[src/rtl/hall_emu_pkg.sv]
// Hall sensor emulator shared types, code table and helpers.
// Fault option macro: HALL_EMU_FAULT_INJ_EN.
package hall_emu_pkg;

   typedef logic [2:0] sector_t;

   localparam sector_t LAST_SECTOR = 3'd5;

   localparam logic [2:0] HALL_RESET_CODE = 3'b011;
   localparam logic [2:0] HALL_FAULT_CODE = 3'b000;

   // Entry [n] is the code of sector n; [0] is 011.
   localparam logic [5:0][2:0] HALL_TABLE = {
      3'b010, 3'b110, 3'b100,
      3'b101, 3'b001, 3'b011
   };

   function automatic sector_t next_sector(
      input sector_t s,
      input logic    fwd
   );
      sector_t n;
      if (fwd) begin
         n = (s >= LAST_SECTOR) ? 3'd0 : s + 3'd1;
      end else begin
         n = (s == 3'd0 || s > LAST_SECTOR) ?
             LAST_SECTOR : s - 3'd1;
      end
      return n;
   endfunction

   function automatic logic [2:0] hall_code(
      input sector_t s
   );
      return (s > LAST_SECTOR) ?
             HALL_RESET_CODE : HALL_TABLE[s];
   endfunction

endpackage

[src/rtl/hall_step_timer.sv]
// Step period timer: shadow/active period and step counter.
// Emits a boundary strobe on the last cycle of each step.
module hall_step_timer
   import hall_emu_pkg::*;
#(
   parameter int CNT_W = 24
) (
   input  logic             clk,
   input  logic             rst_n,
   input  logic             en,
   input  logic [CNT_W-1:0] period,
   input  logic             period_load,
   output logic             boundary
);

   localparam logic [CNT_W-1:0] CNT_ONE = CNT_W'(1);

   logic [CNT_W-1:0] shadow_q, shadow_d;
   logic [CNT_W-1:0] active_q, active_d;
   logic [CNT_W-1:0] cnt_q, cnt_d;
   logic             running;

   // Period hand-over and counting; steps are never truncated.
   always_comb begin
      running  = (active_q != '0);
      boundary = en && running &&
                 (cnt_q == active_q - CNT_ONE);
      shadow_d = period_load ? period : shadow_q;
      active_d = active_q;
      cnt_d    = cnt_q;
      if (!running) begin
         active_d = shadow_q;
         cnt_d    = '0;
      end else if (boundary) begin
         active_d = period_load ? period : shadow_q;
         cnt_d    = '0;
      end else if (en) begin
         cnt_d = cnt_q + CNT_ONE;
      end
   end

   // Timer state registers.
   always_ff @(posedge clk) begin
      if (!rst_n) begin
         shadow_q <= '0;
         active_q <= '0;
         cnt_q    <= '0;
      end else begin
         shadow_q <= shadow_d;
         active_q <= active_d;
         cnt_q    <= cnt_d;
      end
   end

endmodule

[src/rtl/hall_sensor_emulator.sv]
// Hall commutation code generator for HIL bring-up.
// Optional invalid-code injection: HALL_EMU_FAULT_INJ_EN.
module hall_sensor_emulator
   import hall_emu_pkg::*;
#(
   parameter int CNT_W = 24
) (
   input  logic             clk,
   input  logic             rst_n,
   input  logic             en,
   input  logic             dir,
   input  logic [CNT_W-1:0] period,
   input  logic             period_load,
`ifdef HALL_EMU_FAULT_INJ_EN
   input  logic             fault_inj,
   output logic             fault_active,
`endif
   output logic [2:0]       HALL,
   output logic [2:0]       sector,
   output logic             step_pulse,
   output logic             rev_pulse
);

   logic       boundary;
   sector_t    sector_q, sector_d;
   logic [2:0] hall_q, hall_d;
   logic       step_q, step_d;
   logic       rev_q, rev_d;
`ifdef HALL_EMU_FAULT_INJ_EN
   logic       fault_q, fault_d;
`endif

   hall_step_timer #(
      .CNT_W(CNT_W)
   ) u_timer (
      .clk        (clk),
      .rst_n      (rst_n),
      .en         (en),
      .period     (period),
      .period_load(period_load),
      .boundary   (boundary)
   );

   // Sector advance, code lookup, pulses and fault mux.
   always_comb begin
      sector_d = sector_q;
      step_d   = 1'b0;
      rev_d    = 1'b0;
      if (boundary) begin
         sector_d = next_sector(sector_q, dir);
         step_d   = 1'b1;
         rev_d    = dir ? (sector_q == LAST_SECTOR)
                        : (sector_q == 3'd0);
      end
      hall_d = hall_code(sector_d);
`ifdef HALL_EMU_FAULT_INJ_EN
      fault_d = fault_inj;
      if (fault_inj) begin
         hall_d = HALL_FAULT_CODE;
      end
`endif
   end

   // Output and sector registers.
   always_ff @(posedge clk) begin
      if (!rst_n) begin
         sector_q <= 3'd0;
         hall_q   <= HALL_RESET_CODE;
         step_q   <= 1'b0;
         rev_q    <= 1'b0;
`ifdef HALL_EMU_FAULT_INJ_EN
         fault_q  <= 1'b0;
`endif
      end else begin
         sector_q <= sector_d;
         hall_q   <= hall_d;
         step_q   <= step_d;
         rev_q    <= rev_d;
`ifdef HALL_EMU_FAULT_INJ_EN
         fault_q  <= fault_d;
`endif
      end
   end

   assign HALL       = hall_q;
   assign sector     = sector_q;
   assign step_pulse = step_q;
   assign rev_pulse  = rev_q;
`ifdef HALL_EMU_FAULT_INJ_EN
   assign fault_active = fault_q;
`endif

endmodule

[config.mk]
export PLATFORM = sky130hd
export DESIGN_NAME = hall_sensor_emulator
export DESIGN_NICKNAME = d
export VERILOG_FILES = /design/src/rtl/hall_emu_pkg.sv /design/src/rtl/hall_step_timer.sv /design/src/rtl/hall_sensor_emulator.sv
export SDC_FILE = /design/constraint.sdc
export NUM_CORES = 1
export LEC_CHECK = 0
export ABC_AREA = 1
export CAP_MARGIN = 20
export CORE_UTILIZATION = 53
export CTS_CLUSTER_DIAMETER = 200
export DETAILED_ROUTE_END_ITERATION = 8
export PLACE_DENSITY = 0.79
export SLEW_MARGIN = 20
export SYNTH_ARGS = -nofsm -noshare
export SYNTH_HDL_FRONTEND = slang
export SYNTH_SLANG_ARGS = --single-unit
[constraint.sdc]
create_clock -name clk -period 2.2 [get_ports clk]
set_input_delay 0.44 -clock clk [delete_from_list [all_inputs] [get_ports clk]]
set_output_delay 0.44 -clock clk [all_outputs]
set_load 0.005 [all_outputs]
==> flow_summary_export.csv <==
group,metric,value,unit
timing,post-route-period-util,107.2,%
timing,finalSetupViolCount,54,
routing,post_drt_wl_per_cell,13.84,µm
flow_run,timing.max_cap.violations,0,
grt,grt_max_degree,27,
power,powerDensity,1290,mW/mm²
status,status,"complete, but fails checks",
power,fin_total_pwr,0.007754,W
clock_network,clock-sinks,80,
floorplanning,ios,37,
synthesis,synthAdderAreaFrac,1.846,%
floorplanning,num_rows,34,
clock_network,htreeDepth,3,
cells_and_area,nets,811,
floorplanning,die_h,96.63,µm
clock_network,cts_made_buffers,9,
clock_network,postCtsHoldBufs,0,
routing,viasPerCell,5.242,
synthesis,yosysWarnings,0,
grt,grt_pass1_wl,20800,µm
timing,finalCriticalPeriod,2.359,ns
worst_hold_path,hold_path.class,"flop to flop",
placement,io_buffer_count,36,
clock_network,cts_max_path_buffers,2,
timing,tns,-5.586,ns
synthesis,yosysSeqAreaShare,33.75,%
routing,drt_iter0_markers,222,
placement,place_congestion,0.9831,
power,clkPwrFrac,13.4,%
cells_and_area,final_common_cell,"nand2_1",
power,comb_power_share,63.7,%
power,p_leak,2.665,nW
synthesis,syn_area,0.004746,mm²
synthesis,netlist-cell-type-count,38,
synthesis,ys_ff_latch,80,
power,p_sw,0.003777,W
clock_network,root_buffer,"clkbuf_8",
critical_path,end_kind,"flop",
critical_path,path_max_fanout,8,
synthesis,synthSimpleGateAreaFrac,41.66,%
timing,max-slew-margin-rel,72.66,%
synthesis,syn_inst,694,
clock_network,clkLatencyLatePin,0.37,ns
routing,drt_pass1_iterations,5,
synthesis,synth_top_family_by_area,"simple AND/OR/NAND/NOR gates",
clock_network,tritoncts,"yes",
critical_path,worstPathRequired,2.45,ns
synthesis,synth_mux_area_share,1.265,%
timing,maxSlewViolCount,0,
routing,wirelength,12310,µm
power,ir_drop,847.5,µV
cells_and_area,final_cells,889,
status,violations,"setup timing",
floorplanning,start_util,54.69,%
synthesis,synthesis.nets,730,
timing,finalHoldViolations,0,
critical_path,r2r_slack,-0.16,ns
power,switching_share,48.71,%
timing,fin_skew,0.01814,ns
clock_network,path_clk_slew,0.10,ns
timing,setup_slack,-0.1586,ns
timing,fmax,0.4240,GHz
routing,drc,0,
cells_and_area,final_util,69.26,%
critical_path,cp.arrival,2.61,ns
floorplanning,coreArea,0.008678,mm²
floorplanning,die_area,0.009336,mm²
synthesis,synth_compound_area_share,7.435,%
critical_path,start_kind,"flop",
timing,worstMarginPinSlew,0.4096,ns
grt,grt_remaining_overflow,0,
placement,place_hpwl,9361,µm
grt,antenna_found_initial,1,
synthesis,synth_xor_area_share,5.537,%
cells_and_area,area_growth,26.65,%
routing,postRouteAntennaNets,0,
power,seqPwrFrac,22.9,%
grt,track_usage,27.34,%
floorplanning,die_w,96.63,µm
routing,vias,4660,
cells_and_area,most-common-layout-cells,"179 x nand2_1, 77 x dfxtp_1, 70 x nor2_1",
synthesis,syn_area_per_cell,6.838,µm²
power,internal-power,0.003977,W
critical_path,crit_type,"flop to flop",
timing,fin_hold_ws,0.4858,ns
cells_and_area,layout-drive-gt1-share,19.36,%
timing,rsz0062_at_grt,"true",
grt,grt_pass1_vias,4502,
placement,place_inst,862,
==> power by group through the flow <==
stage	Sequential (W)	Clock [W]	Combinational, W
after global placement	0.00179	0	0.00415
after detailed placement	0.00179	0	0.00426
after floorplan	0.00175	0	0.00306
final	0.00177	0.00104	0.00494
after CTS	0.00177	0.00106	0.00452
after global routing	0.00179	0.00111	0.00545
==> metal layers <==
metal  wire length, µm  vias to the layer above  track usage [%]
met3               457                       25            5.275
met1              5487                     2155            33.33
met4               297                        0            10.45
met5                 0                        -                0
met2              6064                       97            47.40
li1                  -                     2383                -
==> kinds of logic after synthesis <==
logic type | Yosys count
AOI/OAI and AO/OA | 63
xor gates and xnor gates | 30
adders and majority gates | 7
buffers and inverters | 99
DFF | 80
muxes | 6
and+or+nand+nor | 409
==> sequential cells by signal, indices dropped and copies added, names as in the netlist <==
signal / flops
u_timer.active_q: 24
u_timer.cnt_q: 24
sector: 3
step_pulse: 1
u_timer.shadow_q: 24
rev_pulse: 1
HALL: 3
==> stage by stage <==
| stage | worst slack (ns) | instance area (µm²) |
|---|---|---|
| floorplan | 0.005050 | 4760 |
| global placement | -0.3074 | 5543 |
| detailed placement | -0.3401 | 5543 |
| CTS | -0.03926 | 5819 |
| global route | -0.2826 | 6008 |
| finish | -0.1586 | 6011 |
==> final timing paths <==
path,startpoint,to,cells past startpoint
min reg2reg,u_timer.shadow_q[1],u_timer.active_q[1],2
max,u_timer.active_q[1],u_timer.cnt_q[13],17
min,u_timer.shadow_q[1],u_timer.active_q[1],2
max reg2reg,u_timer.active_q[1],u_timer.cnt_q[13],17
==> synthesized netlist by cell type, drive strengths merged <==
cell / number / area [µm²]
a21o: 1 / 7.510
nand3b: 18 / 138.9
nand4: 11 / 68.82
o211ai: 2 / 15.01
ha: 7 / 87.58
a211oi: 6 / 45.04
nor2: 103 / 561.8
mux2i: 6 / 60.06
or2: 1 / 6.260
dfxtp: 80 / 1602
o21ai: 26 / 130.1
clkinv: 4 / 15.01
a21oi: 22 / 110.1
inv: 75 / 284.0
nor4: 1 / 6.260
nand2: 196 / 774.5
clkbuf: 13 / 48.80
xnor2: 11 / 96.34
nand3: 62 / 335.3
xor2: 19 / 166.4
buf: 7 / 56.31
o31ai: 6 / 45.04
nor3: 17 / 85.08
==> area by class of cell <==
class                      instances  area (µm²)
antenna                            1       2.502
inverter                          79       306.5
clock buffer                      10       127.6
fill                             726        2668
timing repair buffer              90       874.6
clock inverter                     6       53.80
multi-input combinational        515        2900
sequential                        80        1610
tap                              108       135.1
==> timing repair <==
action,CTS,global route
resized for setup,21,39
cloned,0,2
endpoints found under the setup margin,56,56
buffers inserted,5,3
pin swaps,8,15
endpoints found under the hold margin,0,0
==> critical path, cell delays in order (launching register included) <==
cell and delay [ns]:
dfxtp_4 0.37, buf_6 0.11, nor2_4 0.16, nand2_4 0.07
nor2_4 0.22, buf_4 0.16, nand3_1 0.07, nand2_1 0.06
nand2_1 0.04, nor2_1 0.09, nand2_1 0.10, nor2_4 0.15
nand3_4 0.13, nand2_8 0.12, nor2_8 0.06, inv_8 0.10
clkbuf_16 0.19, nor2_4 0.03
(Power assumes the default switching activity.)
